**src/rtl/control_unit_pkg.sv**
```systemverilog
// control_unit shared definitions: opcode map, flag bit positions,
// sequencer state encodings and the opcode classifier.
package control_unit_pkg;

   // ALU/LOAD with data-memory operand: 0x10..0x17 ALU ops, 0x18 LOAD
   localparam logic [7:0] OP_ADD_X   = 8'h10;
   localparam logic [7:0] OP_LOAD_X  = 8'h18;
   // ALU/LOAD with immediate operand: 0x20..0x27 ALU ops, 0x28 LOAD
   localparam logic [7:0] OP_ADD_I   = 8'h20;
   localparam logic [7:0] OP_SUB_I   = 8'h21;
   localparam logic [7:0] OP_LOAD_I  = 8'h28;
   localparam logic [7:0] OP_STORE_X = 8'h30;
   localparam logic [7:0] OP_JMP     = 8'h40;
   localparam logic [7:0] OP_JZ      = 8'h41;
   localparam logic [7:0] OP_JC      = 8'h42;
   localparam logic [7:0] OP_JN      = 8'h43;
   localparam logic [7:0] OP_JV      = 8'h44;
   localparam logic [7:0] OP_HALT    = 8'hFF;
   localparam logic [7:0] OP_NOP     = 8'h00;

   localparam int F_CARRY = 0;
   localparam int F_OV    = 1;
   localparam int F_ZERO  = 2;
   localparam int F_NEG   = 3;

   localparam logic [2:0] CU_S_FETCH0 = 3'd0;
   localparam logic [2:0] CU_S_FETCH1 = 3'd1;
   localparam logic [2:0] CU_S_FETCH2 = 3'd2;
   localparam logic [2:0] CU_S_DECODE = 3'd3;
   localparam logic [2:0] CU_S_MEM    = 3'd4;
   localparam logic [2:0] CU_S_EXEC   = 3'd5;
   localparam logic [2:0] CU_S_HALT   = 3'd6;

   typedef enum logic [2:0] {
      OPC_NOP,
      OPC_MEM,
      OPC_IMM,
      OPC_STORE,
      OPC_JUMP,
      OPC_HALT
   } opclass_e;

   function automatic opclass_e op_class(input logic [7:0] op);
      opclass_e c;
      c = OPC_NOP;
      if (op >= OP_ADD_X && op <= OP_LOAD_X)
         c = OPC_MEM;
      else if (op >= OP_ADD_I && op <= OP_LOAD_I)
         c = OPC_IMM;
      else if (op == OP_STORE_X)
         c = OPC_STORE;
      else if (op >= OP_JMP && op <= OP_JV)
         c = OPC_JUMP;
      else if (op == OP_HALT)
         c = OPC_HALT;
      return c;
   endfunction

endpackage

```
**src/rtl/control_unit_branch_eval.sv**
```systemverilog
// control_unit branch condition: decides whether a jump opcode
// redirects the PC, given the ALU flags from the last exec.
module control_unit_branch_eval
   import control_unit_pkg::*;
(
   input  logic [7:0] i_ir,
   input  logic [3:0] i_flags,
   output logic       o_take_branch
);

   // Non-jump opcodes never take a branch
   always_comb begin
      o_take_branch = 1'b0;
      unique case (i_ir)
         OP_JMP:  o_take_branch = 1'b1;
         OP_JZ:   o_take_branch = i_flags[F_ZERO];
         OP_JC:   o_take_branch = i_flags[F_CARRY];
         OP_JN:   o_take_branch = i_flags[F_NEG];
         OP_JV:   o_take_branch = i_flags[F_OV];
         default: o_take_branch = 1'b0;
      endcase
   end

endmodule

```
**src/rtl/control_unit.sv**
```systemverilog
// control_unit: two-byte instruction sequencer driving the ALU,
// data-memory stores and conditional jumps on ALU flags.
module control_unit
   import control_unit_pkg::*;
#(
   parameter int WIDTH = 8
) (
   input  logic             clk,
   input  logic             rst_n,
   output logic [WIDTH-1:0] pm_addr,
   input  logic [WIDTH-1:0] pm_data,
   output logic [WIDTH-1:0] dm_addr,
   output logic [WIDTH-1:0] dm_wdata,
   output logic             dm_we,
   input  logic [WIDTH-1:0] dm_rdata,
   output logic             exec,
   output logic [WIDTH-1:0] ir,
   output logic [WIDTH-1:0] ibr,
   output logic [WIDTH-1:0] mbr,
   input  logic [WIDTH-1:0] ar,
   input  logic [3:0]       flags,
   output logic             halted
);

   logic [2:0]       r_state;
   logic [WIDTH-1:0] r_pc;
   logic [WIDTH-1:0] r_ir;
   logic [WIDTH-1:0] r_ibr;
   logic [WIDTH-1:0] r_mbr;
   logic [WIDTH-1:0] r_pm_addr;
   logic [WIDTH-1:0] r_dm_addr;
   logic [WIDTH-1:0] r_dm_wdata;
   logic             r_dm_we;
   logic             w_take;
   opclass_e         w_class;

   assign w_class = op_class(r_ir[7:0]);

   control_unit_branch_eval u_branch (
      .i_ir          (r_ir[7:0]),
      .i_flags       (flags),
      .o_take_branch (w_take)
   );

   // Sequencer: fetch opcode/operand, decode, fetch memory operand, execute
   always_ff @(posedge clk) begin
      if (!rst_n) begin
         r_state    <= CU_S_FETCH0;
         r_pc       <= '0;
         r_ir       <= '0;
         r_ibr      <= '0;
         r_mbr      <= '0;
         r_pm_addr  <= '0;
         r_dm_addr  <= '0;
         r_dm_wdata <= '0;
         r_dm_we    <= 1'b0;
      end else begin
         r_dm_we <= 1'b0;
         case (r_state)
            CU_S_FETCH0: begin
               r_pm_addr <= r_pc;
               r_state   <= CU_S_FETCH1;
            end
            CU_S_FETCH1: begin
               r_ir      <= pm_data;
               r_pm_addr <= r_pc + WIDTH'(1);
               r_state   <= CU_S_FETCH2;
            end
            CU_S_FETCH2: begin
               r_ibr   <= pm_data;
               r_pc    <= r_pc + WIDTH'(2);
               r_state <= CU_S_DECODE;
            end
            CU_S_DECODE: begin
               case (w_class)
                  OPC_MEM: begin
                     r_dm_addr <= r_ibr;
                     r_state   <= CU_S_MEM;
                  end
                  OPC_IMM: r_state <= CU_S_EXEC;
                  OPC_STORE: begin
                     r_dm_addr  <= r_ibr;
                     r_dm_wdata <= ar;
                     r_dm_we    <= 1'b1;
                     r_state    <= CU_S_FETCH0;
                  end
                  OPC_JUMP: begin
                     if (w_take)
                        r_pc <= r_ibr;
                     r_state <= CU_S_FETCH0;
                  end
                  OPC_HALT: r_state <= CU_S_HALT;
                  default:  r_state <= CU_S_FETCH0;
               endcase
            end
            CU_S_MEM: begin
               r_mbr   <= dm_rdata;
               r_state <= CU_S_EXEC;
            end
            CU_S_EXEC: r_state <= CU_S_FETCH0;
            CU_S_HALT: r_state <= CU_S_HALT;
            default:   r_state <= CU_S_FETCH0;
         endcase
      end
   end

   assign pm_addr  = r_pm_addr;
   assign dm_addr  = r_dm_addr;
   assign dm_wdata = r_dm_wdata;
   assign dm_we    = r_dm_we;
   assign ir       = r_ir;
   assign ibr      = r_ibr;
   assign mbr      = r_mbr;
   assign exec     = (r_state == CU_S_EXEC);
   assign halted   = (r_state == CU_S_HALT);

endmodule

```
**config.mk**
```make
export PLATFORM = sky130hd
export DESIGN_NAME = control_unit
export DESIGN_NICKNAME = d
export VERILOG_FILES = /design/src/rtl/control_unit_pkg.sv /design/src/rtl/control_unit_branch_eval.sv /design/src/rtl/control_unit.sv
export SDC_FILE = /design/constraint.sdc
export NUM_CORES = 1
export LEC_CHECK = 0
export ABC_AREA = 1
export CAP_MARGIN = 15
export CORE_UTILIZATION = 60
export CTS_CLUSTER_SIZE = 30
export DETAILED_ROUTE_END_ITERATION = 8
export DONT_BUFFER_PORTS = 1
export HOLD_SLACK_MARGIN = 0.08
export PLACE_DENSITY = 0.76
export REMOVE_ABC_BUFFERS = 1
export SLEW_MARGIN = 0
export SYNTH_ARGS = -nofsm -noshare
export SYNTH_HDL_FRONTEND = slang
export SYNTH_SLANG_ARGS = --single-unit
```
**constraint.sdc**
```tcl
create_clock -name clk -period 1.5 [get_ports clk]
set_input_delay 0.225 -clock clk [delete_from_list [all_inputs] [get_ports clk]]
set_output_delay 0.225 -clock clk [all_outputs]
set_load 0.005 [all_outputs]
```
* After elaboration in Yosys (flattened, before gate mapping) *
Cells that the tools add are included.

word-level totals
  logic and storage cells = 61
  flip-flop bits (word level) = 60
  output and inout port bits = 51
  bits of input ports = 30

cells by class
  $lt $le $gt $ge = 6
  reduce and logical (&&, ||, !) cells = 11
  mux-type cells = 13
  equality and inequality tests = 20
  add/subtract/negate cells = 2

operators with widths
  kind                 count
  $eq 8x7->1 const B   5
  $pmux 8 s2           2
  $pmux 3 s6           1
  $mux 8               2
  $eq 3x3->1 const B   5
  $mux 3               5
  $eq 3x2->1 const B   4
  $pmux 3 s3           1
  $add 8x1->8 const B  1
  $add 8x2->8 const B  1
  $eq 8x6->1 const B   1
  $eq 8x8->1 const B   1
  $ge 8x5->1 const B   1
  $ge 8x6->1 const B   1
  $ge 8x7->1 const B   1
  $le 8x5->1 const B   1
  $le 8x6->1 const B   1
  $le 8x7->1 const B   1
  $eq 3x1->1 const B   2
  $reduce_and 2->1     3
  $pmux 1 s5           1
  $reduce_bool 2->1    2
  $logic_and 1x1->1    3
  $logic_not 3->1      1
  5 further kinds      5

* Logic depth before layout (Yosys ltp) *
Gate-level depths: netlist of run 1.

  depth in word-level cells = 9
  gate-level depth with buffers = 10
  mapped depth without buffers = 10

* Hierarchy *
Synthesis of run 1 repeated with hierarchy kept, for this count alone.

second synthesis, totals
  cell total of the unflattened synthesis = 386
  area total of the unflattened synthesis = 2766.4 sq um

modules (own cells, without submodules)
  module                    instances  cells an instance  seq. area each (sq um)  area an instance (sq um)
  control_unit              1          371                1201.2                  2695.1
  control_unit_branch_eval  1          15                 0.0                     71.3

* Worst setup path after synthesis of run 1 *
No wires, ideal clock.

  path kind = flip-flop to flip-flop
  start = reg r_ir[6], in the netlist ir[6]
  end = reg r_dm_addr[0], in the netlist dm_addr[0]
  buffers on the path = 1
  stages on the path, launching flop included = 9
  clock period less this slack = 1.271 ns
  setup time = 0.115 ns
  required time = 1.385 ns
  slack = 0.229 ns
  arrival = 1.156 ns
  cell sequence = dfxtp_1 inv_2 nand2_1 nor2_1 o211ai_2 nand2_4 buf_6 a21oi_1 nor2_1

between the ends
  word-level cells in the longest chain between the ends = 9
  elaborated cells between the ends (all ways) = 20
  classes of those cells = order compare: 6; eq/ne: 4; mux: 5; reduce/logical: 5

RTL lines
  element                                             RTL line                                        text
  start, declared                                     control_unit.sv:27                              logic [WIDTH-1:0] r_ir;
  start signal, assigned                              control_unit.sv:65                              r_ir <= pm_data;
  $ge 8x7->1, or another cell as far along            control_unit_pkg.sv:52                          else if (op >= OP_JMP && op <= OP_JV)
  $logic_and 1x1->1 / $mux 3 (equally long branches)  control_unit_pkg.sv:52, control_unit_pkg.sv:54
  $mux 3                                              control_unit_pkg.sv:52
  $mux 3                                              control_unit_pkg.sv:50                          else if (op == OP_STORE_X)
  $mux 3                                              control_unit_pkg.sv:48                          else if (op >= OP_ADD_I && op <= OP_LOAD_I)
  $mux 3 (*)                                          control_unit_pkg.sv:46                          if (op >= OP_ADD_X && op <= OP_LOAD_X)
  $eq 3x1->1 / $eq 3x2->1 (equally long branches)     control_unit.sv:75                              case (w_class)
  $reduce_or 2->1 (no line) (*)                       n/a
  $reduce_and 2->1 (no line) (*)                      n/a
  end signal, assigned                                control_unit.sv:77                              r_dm_addr <= r_ibr;
  end signal, assigned                                control_unit.sv:82                              r_dm_addr <= r_ibr;
  end, declared                                       control_unit.sv:31                              logic [WIDTH-1:0] r_dm_addr;

Every way passes the cells marked *; elsewhere a longest branch is shown, timed or not.
A chain may end at the register's enable or synchronous reset.

* Worst setup path in the final report of run 1 *
  start = reg r_ir[0], in the netlist ir[0]
  end = reg r_pc[3]

between the ends
  word-level cells in the longest chain between the ends = 9
  elaborated cells between the ends (all ways) = 26
  classes of those cells = order compare: 6; eq/ne: 10; mux: 6; reduce/logical: 4

RTL lines
  element                                             RTL line                                        text
  $ge 8x7->1, or another cell as far along            control_unit_pkg.sv:52
  $logic_and 1x1->1 / $mux 3 (equally long branches)  control_unit_pkg.sv:52, control_unit_pkg.sv:54
  $mux 3                                              control_unit_pkg.sv:52
  $mux 3                                              control_unit_pkg.sv:50
  $mux 3                                              control_unit_pkg.sv:48
  $mux 3                                              control_unit_pkg.sv:46
  $eq 3x3->1                                          control_unit.sv:75
  $ne 2x2->1 (no line)                                n/a
  $reduce_and 3->1 (no line) (*)                      n/a
  end signal, assigned                                control_unit.sv:71                              r_pc <= r_pc + WIDTH'(2);
  end signal, assigned                                control_unit.sv:89                              r_pc <= r_ibr;
  end, declared                                       control_unit.sv:26                              logic [WIDTH-1:0] r_pc;

Marks and branches as above.

==> results of run 1 <==
[timing repair]
| item | 4_1_cts | 5_1_grt |
|---|---|---|
| hold buffers | 18 | 0 |
| endpoints found under the hold margin | 53 | 0 |
| resized for setup | 0 | 13 |
| setup endpoints to repair | 0 | 24 |
[cells in the mapped netlist (2+ instances only)]
cell      count
dfxtp_1      60
nor2_2        3
o21bai_1      2
nor2_4        2
a31oi_1       3
clkbuf_1      5
nand3_1      31
nand3_2       4
xor2_1        2
buf_2         4
o21ai_1       3
nand2_1      74
nor3_1        3
nand4_1       3
nor2_1       47
a21oi_1      40
inv_2         6
o21ai_0      33
inv_1        40
buf_4         4
ha_1          2
clkinv_2      2
nand2_4       2
o211ai_1      2
[report_power, final]
group	leakage, nW	total [mW]	internal (mW)	switching, mW
Combinational	0.858	0.971	0.370	0.600
Sequential	0.491	1.95	1.77	0.182
Clock	0.102	1.54	0.920	0.620
[routing by layer]
layer  track usage  vias up  routed length (µm)
met3        0.0823       16                 425
met1         0.367     1193                2960
met4         0.102        0                 138
li1              -     1311                   -
met2         0.448       90                3140
met5             0        -                   0
[state kept, by name (all words and copies together), names as in the netlist, 3 cells and up]
| register | count |
|---|---|
| pm_addr | 8 |
| dm_addr | 8 |
| dm_wdata | 8 |
| r_pc | 8 |
| r_state | 3 |
| ibr | 8 |
| mbr | 8 |
| ir | 8 |
[cells by family after synthesis]
logic type,share of synthesized area
simple gates,0.283
compound gates,0.171
buf+inv,0.0957
flops,0.431
xor+xnor,0.00944
fa+ha+maj,0.00899
[through the flow]
step	cells	total power [mW]	setup slack [ns]
CTS	468	4.45	0.0297
finish	468	4.46	0.108
detailed placement	435	2.85	0.0559
global route	468	4.72	-0.0365
floorplan	374	2.59	-0.212
global placement	435	2.83	0.114
[final timing paths]
kind | slack [ns] | cells past startpoint | to
worst min-delay path | 0.09 | 2 | ir[3]
worst max-delay path | 0.11 | 10 | r_pc[3]
worst max register to register | 0.11 | 10 | r_pc[3]
worst min register to register | 0.49 | 2 | dm_wdata[7]
[critical path: cells and delay by family (launching register included)]
| kind | cells | cell delay [ns] |
|---|---|---|
| flip-flops | 1 | 0.37 |
| AND/OR/NAND/NOR | 9 | 0.83 |
| buffers and inverters | 1 | 0.07 |
[final cells by class]
cell class / count / area, µm²
inverters: 48 / 184
clock buffers: 10 / 128
multi-input cells: 266 / 1330
flip-flops and latches: 60 / 1210
well taps: 52 / 65.1
fillers: 354 / 1140
clock inverters: 5 / 77.6
repair buffers: 27 / 283
==> impl_metrics.yaml, run 1 <==
run_status:
  outcome: "completed"
cells_and_area:
  final_common_cell: "nand2_1"
  area_growth_pct: 17.7
  final_cell_mix: "nand2_1 (72), dfxtp_1 (54), nor2_1 (47), a21oi_1 (40), inv_1 (39)"
  design_area_um2: 3280
  nets: 444
  final_util: 0.742
  antenna_cells: 0
  drive_gt1_frac: 0.139
pwr:
  power_density_nw_per_um2: 1360
  total_leakage_power_nw: 1.45
  peakVddDrop_v: 0.000747
hold_path:
  hp-start: "pm_data[3]"
  worst_hold_path_type: "input port to register"
cts:
  clock-sinks: 60
  cts_buffer_depth: 2
  cts_tree: "built"
  cts_root_buf: "clkbuf_8"
  cts.repair_timing.setup_buffer_count: 0
  cts_buffers: 9
  htreeDepth: 3
  clock_latency_ns: 0.34
  clkSlewWorstSetupHoldPaths_ns: 0.07
route:
  viasPerCell: 5.58
  drc: 0
  wirelength_mm: 6.66
  ant_nets: 0
  first_iter_violations: 127
  via_count: 2610
  wire_per_inst_um: 14.2
  drt_pass1_iterations: 4
global_route:
  grt_overflow: 0
  grt_pass1_vias: 2438
  grt_start_max_net_pins: 46
  grt_first_pass_wirelength_mm: 11.1
  grt_usage: 0.283
  antenna_found_initial: 0
worst_setup_path:
  cp_max_fo: 10
  r2r-start: "ir[0]"
  slowest_delay_ns: 0.37
  worstSetupEndpointType: "register"
  critPathLaunch: "ir[0]"
  path_class: "register to register"
  slowest_stage: "dfxtp_1"
  crit_chain: "nor2_2 > inv_2 > nor2_1 > nand3_1 > nand2_2 > nand2_4 > nand2_4 > nand2_1 > nand2_1 > nor2_1"
  cp-start-kind: "register"
  cp_data_arrival_time_ns: 1.62
  required_ns: 1.73
floorplanning:
  die_y_um: 70.1
  initial_core_util: 0.631
  coreArea_um2: 4410
  fp-row-count: 24
  die_x_um: 70.1
  dieArea_um2: 4920
  io_pins: 81
sta:
  min_period_over_period: 0.928
  skew_ns: 0.00878
  fin_crit_ns: 1.39
  maxSlewViolCount: 0
  hold_viol_final: 0
  maxSlewHeadroom: 0.700
  timing.hold.ws_ns: 0.0881
  final-setup-viol-count: 0
  fin_tns_setup_ns: 0
  clock.fmax_mhz: 718
  worst_pin_slew_ns: 0.450
yosys:
  synth_enable_flop_cells: 0
  syn_avg_cell_area_um2: 7.16
  synth-seq-cells: 60
  yosysSeqAreaShare: 0.431
  yosys-top-cells-area: "dfxtp_1 (43%), nand2_1 (10%), a21oi_1 (7.2%)"
  netlist.top_cell.by_area: "dfxtp_1"
  syn-cell-area_um2: 2780
  synth-async-reset-ratio: 0
  synth_top_area_frac: 0.431
  syn_inst: 389
  synth_warnings: 0
  yosysUniqueCellTypes: 36
  ys.flop_type: "dfxtp_1"
placed_design:
  dpl_cell_area_um2: 2860
  gp_congestion: 0.901
  place_hpwl_mm: 4.49
  port_buffers: 0
job:
  max-cap-violations: 0
(Power assumes the default switching activity.)
==> run 2, diff against run 1 <==
--- a/config.mk
+++ b/config.mk
@@ -17,4 +17,5 @@
 export SLEW_MARGIN = 0
 export SYNTH_ARGS = -nofsm -noshare
 export SYNTH_HDL_FRONTEND = slang
+export SYNTH_HIERARCHICAL = 1
 export SYNTH_SLANG_ARGS = --single-unit
==> run 2 against run 1 <==
Net effect: synthesized cell count is 0.77% lower; flip-flop and latch count did not move; register-to-register slack lost 0.08 ns; largest power group unchanged; worst setup slack worse by 0.082 ns; sequential share of layout area down 2.1 points; via count grew 5.4%; worst hold slack lost 0.00054 ns; sequential power rose by 9%; largest cell class unchanged.
==> impl_metrics.yaml, run 2 <==
cts:
  cts_buffer_depth: 2
  clock-sinks: 60
  htreeDepth: 3
  clock_latency_ns: 0.34
  clkSlewWorstSetupHoldPaths_ns: 0.07
  cts_root_buf: "clkbuf_8"
  cts_buffers: 9
  cts_tree: "built"
yosys:
  yosysSeqAreaShare: 0.434
  yosysMostFrequentCell: "nand2_1"
  netlist_top_cells_count: "nand2_1 (67), dfxtp_1 (60), nor2_1 (54)"
  synth_enable_flop_cells: 0
  yosys-top-cells-area: "dfxtp_1 (43%), nand2_1 (9.1%), o21ai_0 (8.1%)"
  syn_avg_cell_area_um2: 7.17
  synth-async-reset-ratio: 0
  synth_top_area_frac: 0.434
  netlist.top_cell.by_area: "dfxtp_1"
  ys.flop_type: "dfxtp_1"
  yosysUniqueCellTypes: 36
  synth-seq-cells: 60
  syn_inst: 386
  synth_warnings: 6
  syn-cell-area_um2: 2770
sta:
  clock.fmax_mhz: 678
  worst_pin_slew_ns: 0.364
  maxSlewViolCount: 0
  skew_ns: 0.00460
  min_period_over_period: 0.983
  timing.hold.ws_ns: 0.0876
  fin_crit_ns: 1.47
  fin_ws_ns: 0.0253
  hold_viol_final: 0
  final-setup-viol-count: 0
  maxSlewHeadroom: 0.755
worst_setup_path:
  worstSetupEndpointType: "register"
  cp_data_arrival_time_ns: 1.71
  r2r-start: "ir[6]"
  reg2reg_to: "r_pc[5]"
  critPathLaunch: "ir[6]"
  required_ns: 1.73
  cp_max_fo: 7
  ff2ff_setup_slack_ns: 0.03
  path_class: "register to register"
  cp-start-kind: "register"
  ff2ff_path_depth: 9
global_route:
  grt_overflow: 0
  antenna_found_initial: 0
  grt_pass1_vias: 2508
  grt_usage: 0.296
  grt_first_pass_wirelength_mm: 11.4
  grt_start_max_net_pins: 42
route:
  wirelength_mm: 6.99
  via_count: 2751
  viasPerCell: 5.52
  ant_nets: 0
  wire_per_inst_um: 14.0
  first_iter_violations: 186
  drc: 0
  drt_pass1_iterations: 5
cells_and_area:
  final_cell_mix: "nand2_1 (66), dfxtp_1 (50), nor2_1 (48), o21ai_0 (43), inv_1 (38)"
  nets: 473
  final_common_cell: "nand2_1"
  antenna_cells: 0
  area_growth_pct: 27.2
  final_util: 0.803
  drive_gt1_frac: 0.197
job:
  max-cap-violations: 0
floorplanning:
  dieArea_um2: 4890
  coreArea_um2: 4380
  die_y_um: 69.9
  fp-row-count: 24
  die_x_um: 69.9
  io_pins: 81
  initial_core_util: 0.631
hold_path:
  worst_hold_path_type: "input port to register"
  hp-start: "pm_data[6]"
  whs_endpoint: "ir[6]"
  min_path_cells: 2
pwr:
  total_leakage_power_nw: 1.48
  p_switching_mw: 1.80
  p_comb_frac: 0.298
  peakVddDrop_v: 0.000833
  power_density_nw_per_um2: 1390
  seqPwrFrac: 0.438
  swShare: 0.370
  pwr-share-clk: 0.264
  internal_power_mw: 3.07
placed_design:
  port_buffers: 0
  place_hpwl_mm: 4.60
  dp_slack_ns: -0.0307
  gp_congestion: 0.850
run_status:
  outcome: "completed"
==> run 2: changes by cell type after synthesis, moves of 3 or more <==
cell     previous run  this run
nand2_1            74        67
nand3_1            31        24
xor2_1              2         5
o21a_1              0         3
nor2_1             47        54
buf_4               4         1
nand2_2             1         5
o21ai_0            33        45
a21oi_1            40        35
==> run 2: kinds of logic (layout without fill, tap and decap cells) <==
| logic type | count (synthesis) | after routing | share of synthesized area |
|---|---|---|---|
| xor gates and xnor gates | 6 | 6 | 0.0190 |
| adders and majority gates | 2 | 2 | 0.00904 |
| and+or+nand+nor | 169 | 170 | 0.277 |
| buffers and inverters | 56 | 115 | 0.0819 |
| DFF | 60 | 60 | 0.434 |
| AOI/OAI and AO/OA | 93 | 93 | 0.179 |
==> run 2: area by class of cell <==
| class | count | area, µm² |
|---|---|---|
| clock buffer | 9 | 124 |
| clock inverter | 7 | 52.6 |
| fill | 311 | 866 |
| inverter | 45 | 178 |
| multi-input combinational | 271 | 1390 |
| sequential | 60 | 1220 |
| tap | 52 | 65.1 |
| timing repair buffer | 54 | 489 |
==> run 2: timing repair <==
action                                 in CTS  in global routing
endpoints found under the hold margin      53                  0
pin swaps                                   0                 10
gates cloned                                0                  1
buffers inserted                            0                  3
resized for setup                           2                 33
setup endpoints to repair                   6                 35
hold buffers                               25                  0
==> run 2: worst max path at each step <==
stage | depth (start not counted) | to | slack, ns
after floorplan | 7 | pm_addr[4] | -0.16
after global placement | 11 | r_pc[6] | 0.04
after detailed placement | 11 | r_pc[7] | -0.03
after CTS | 8 | dm_addr[7] | 0.02
after global routing | 6 | r_pc[5] | -0.07
final | 9 | r_pc[5] | 0.03
==> run 2: through the flow <==
| step | power, mW | setup TNS, ns | std cells | cell area, µm² |
|---|---|---|---|---|
| floorplan | 2.94 | -0.560 | 375 | 2710 |
| global placement | 3.38 | 0 | 453 | 2970 |
| detailed placement | 3.40 | -0.0931 | 453 | 2970 |
| CTS | 4.76 | 0 | 494 | 3410 |
| global route | 5.20 | -0.403 | 498 | 3520 |
| finish | 4.88 | 0 | 498 | 3520 |
==> run 2: worst max-delay path, stage by stage (launching register included) <==
cell	delay [ns]
dfxtp_4	0.38
inv_1	0.05
nor2_1	0.12
nand3_1	0.10
nor2_2	0.16
or2_1	0.13
buf_6	0.14
nand2_4	0.08
o21ai_2	0.15
nor2_1	0.05
==> run 2: power by group through the flow <==
stage          combinational [mW]  clock (mW)  sequential, mW
2_1_floorplan               0.856           0            2.09
6_report                     1.45        1.29            2.13
4_1_cts                      1.35        1.32            2.10
5_1_grt                      1.66        1.37            2.17
3_3_place_gp                 1.26           0            2.12
3_5_place_dp                 1.27           0            2.13
==> run 2: per-layer routing <==
layer  GRT usage  vias up  wire length, µm
met5           0        -                0
met4       0.118        0               98
met3      0.0750        9              420
met2       0.502       94             3460
met1       0.356     1271             3010
li1            -     1377                -
==> run 3, diff against run 2 <==
--- a/config.mk
+++ b/config.mk
@@ -12,7 +12,7 @@
 export DETAILED_ROUTE_END_ITERATION = 8
 export DONT_BUFFER_PORTS = 1
 export HOLD_SLACK_MARGIN = 0.08
-export PLACE_DENSITY = 0.76
+export PLACE_DENSITY_LB_ADDON = 0.15
 export REMOVE_ABC_BUFFERS = 1
 export SLEW_MARGIN = 0
 export SYNTH_ARGS = -nofsm -noshare
==> run 3 against run 2 <==
Net effect: flip-flop and latch count is the same; critical path depth decreased by 1; worst hold slack gained 0.0035 ns; sequential share of layout area increased by 0.75 points; sequential power about the same; non-clock buffer count down 12; cell count fell by 2.6%; cell area shrank 1.6%; global-route usage grew 0.53 points; core utilization is 1.3 points lower; first-iteration DRC count shrank 9.7%; via count down 2.4%; critical path type unchanged.
==> impl_metrics.yaml, run 3 (same netlist as run 2, synthesis figures left out) <==
run_status:
  outcome: "completed"
sta:
  fin_ws_ns: 0.0288
  hold_viol_final: 0
  fin_tns_setup_ns: 0
  final-setup-viol-count: 0
  rsz0062_at_grt: "yes"
  maxSlewHeadroom: 0.791
  fin_crit_ns: 1.47
  skew_ns: 0.00505
  clock.fmax_mhz: 680
  worst_pin_slew_ns: 0.312
  min_period_over_period: 0.981
  maxSlewViolCount: 0
floorplanning:
  initial_core_util: 0.631
  dieArea_um2: 4890
  die_x_um: 69.9
  fp-row-count: 24
  io_pins: 81
  die_y_um: 69.9
  coreArea_um2: 4380
route:
  wire_per_inst_um: 14.5
  ant_nets: 0
  first_iter_violations: 168
  via_count: 2686
  viasPerCell: 5.54
  wirelength_mm: 7.01
  drc: 0
  drt_pass1_iterations: 6
cells_and_area:
  final_cell_mix: "nand2_1 (64), nor2_1 (49), dfxtp_1 (49), o21ai_0 (41), inv_1 (37)"
  final_common_cell: "nand2_1"
  design_area_um2: 3460
  nets: 461
  area_growth_pct: 25.1
  drive_gt1_frac: 0.206
  antenna_cells: 0
  stdcell_count: 485
cts:
  htreeDepth: 3
  clock_latency_ns: 0.33
  cts_tree: "built"
  clkSlewWorstSetupHoldPaths_ns: 0.06
  cts_buffer_depth: 2
  clock-sinks: 60
  cts_root_buf: "clkbuf_8"
  cts_buffers: 9
  cts.repair_timing.setup_buffer_count: 0
placed_design:
  dpl_cell_area_um2: 2950
  dp_slack_ns: 0.00177
  place_hpwl_mm: 4.56
  port_buffers: 0
  dp_cells: 451
  gp_congestion: 0.830
worst_setup_path:
  cp_max_fo: 7
  critPathLaunch: "ir[5]"
  path_depth: 8
  crit_buf_inv: 1
  slowest_stage: "dfxtp_4"
  ff2ff_setup_slack_ns: 0.03
  crit_family: "simple AND/OR/NAND/NOR gates"
  crit_chain: "nor3_2 > nand2_1 > nor2_4 > or2_1 > buf_6 > nand2_4 > a21oi_1 > nor2_1"
  cp-start-kind: "register"
  required_ns: 1.73
  slowest_delay_ns: 0.36
  worstSetupEndpointType: "register"
  cp_data_arrival_time_ns: 1.70
  ff2ff_path_depth: 8
  cp-endpoint: "r_pc[6]"
  r2r-start: "ir[5]"
  reg2reg_to: "r_pc[6]"
  path_class: "register to register"
global_route:
  grt_start_max_net_pins: 42
  grt_overflow: 0
  antenna_found_initial: 0
  grt_pass1_vias: 2634
  grt_usage: 0.301
  grt_first_pass_wirelength_mm: 11.6
pwr:
  power_density_nw_per_um2: 1470
  p_total_mw: 5.08
  peakVddDrop_v: 0.000867
  total_leakage_power_nw: 1.46
hold_path:
  hp-start: "pm_data[0]"
  worst_hold_path_type: "input port to register"
job:
  max-cap-violations: 0
run 3: changes by cell type in the layout (fill, tap and decap cells not counted), moves of 3 or more:
cell	before	now
clkinvlp_4	5	1
a21oi_2	2	5
clkbuf_8	9	12
a21oi_1	35	32
dlygate4sd3_1	24	16
buf_4	26	22
run 3: power breakdown:
| part | switching, mW | internal (mW) |
|---|---|---|
| logic | 0.860 | 0.594 |
| clock network | 0.598 | 0.896 |
| registers | 0.274 | 1.86 |
run 3: worst min-delay path by stage:
stage / to / slack, ns / cells after the start
4_1_cts: ir[0] / 0.08 / 2
6_report: ir[0] / 0.09 / 2
3_5_place_dp: r_state[1] / 0.34 / 2
3_3_place_gp: r_state[1] / 0.33 / 2
2_1_floorplan: r_state[1] / 0.32 / 2
5_1_grt: ir[3] / 0.09 / 2
run 3: timing repair:
item / 4_1_cts / 5_1_grt
endpoints found under the hold margin: 51 / 0
endpoints found under the setup margin: 1 / 38
cloned: 0 / 2
pin swaps: 0 / 8
hold buffers: 17 / 0
gates resized for setup: 2 / 45
run 3: layout make-up:
type / count / area [µm²]
Tap cell: 52 / 65.1
Clock inverter: 1 / 30.0
Fill cell: 302 / 922
Timing Repair Buffer: 42 / 373
Clock buffer: 14 / 173
Multi-Input combinational cell: 271 / 1410
Inverter: 45 / 178
Sequential cell: 60 / 1230
run 3: worst register-to-register path, stage by stage, from the launching register on:
cell	delay [ns]
dfxtp_4	0.36
nor3_2	0.19
nand2_1	0.12
nor2_4	0.13
or2_1	0.12
buf_6	0.15
nand2_4	0.08
a21oi_1	0.16
nor2_1	0.05
run 3: through the flow:
stage	hold slack, ns	utilization
floorplan	0.323	-
global route	0.0894	0.790
CTS	0.0835	0.762
finish	0.0911	0.790
detailed placement	0.337	0.674
global placement	0.331	0.674
run 3: layer usage:
metal / GRT usage / wire length, µm
met5: 0 / 0
met4: 0.162 / 159
met3: 0.0664 / 428
met2: 0.499 / 3430
met1: 0.362 / 3000
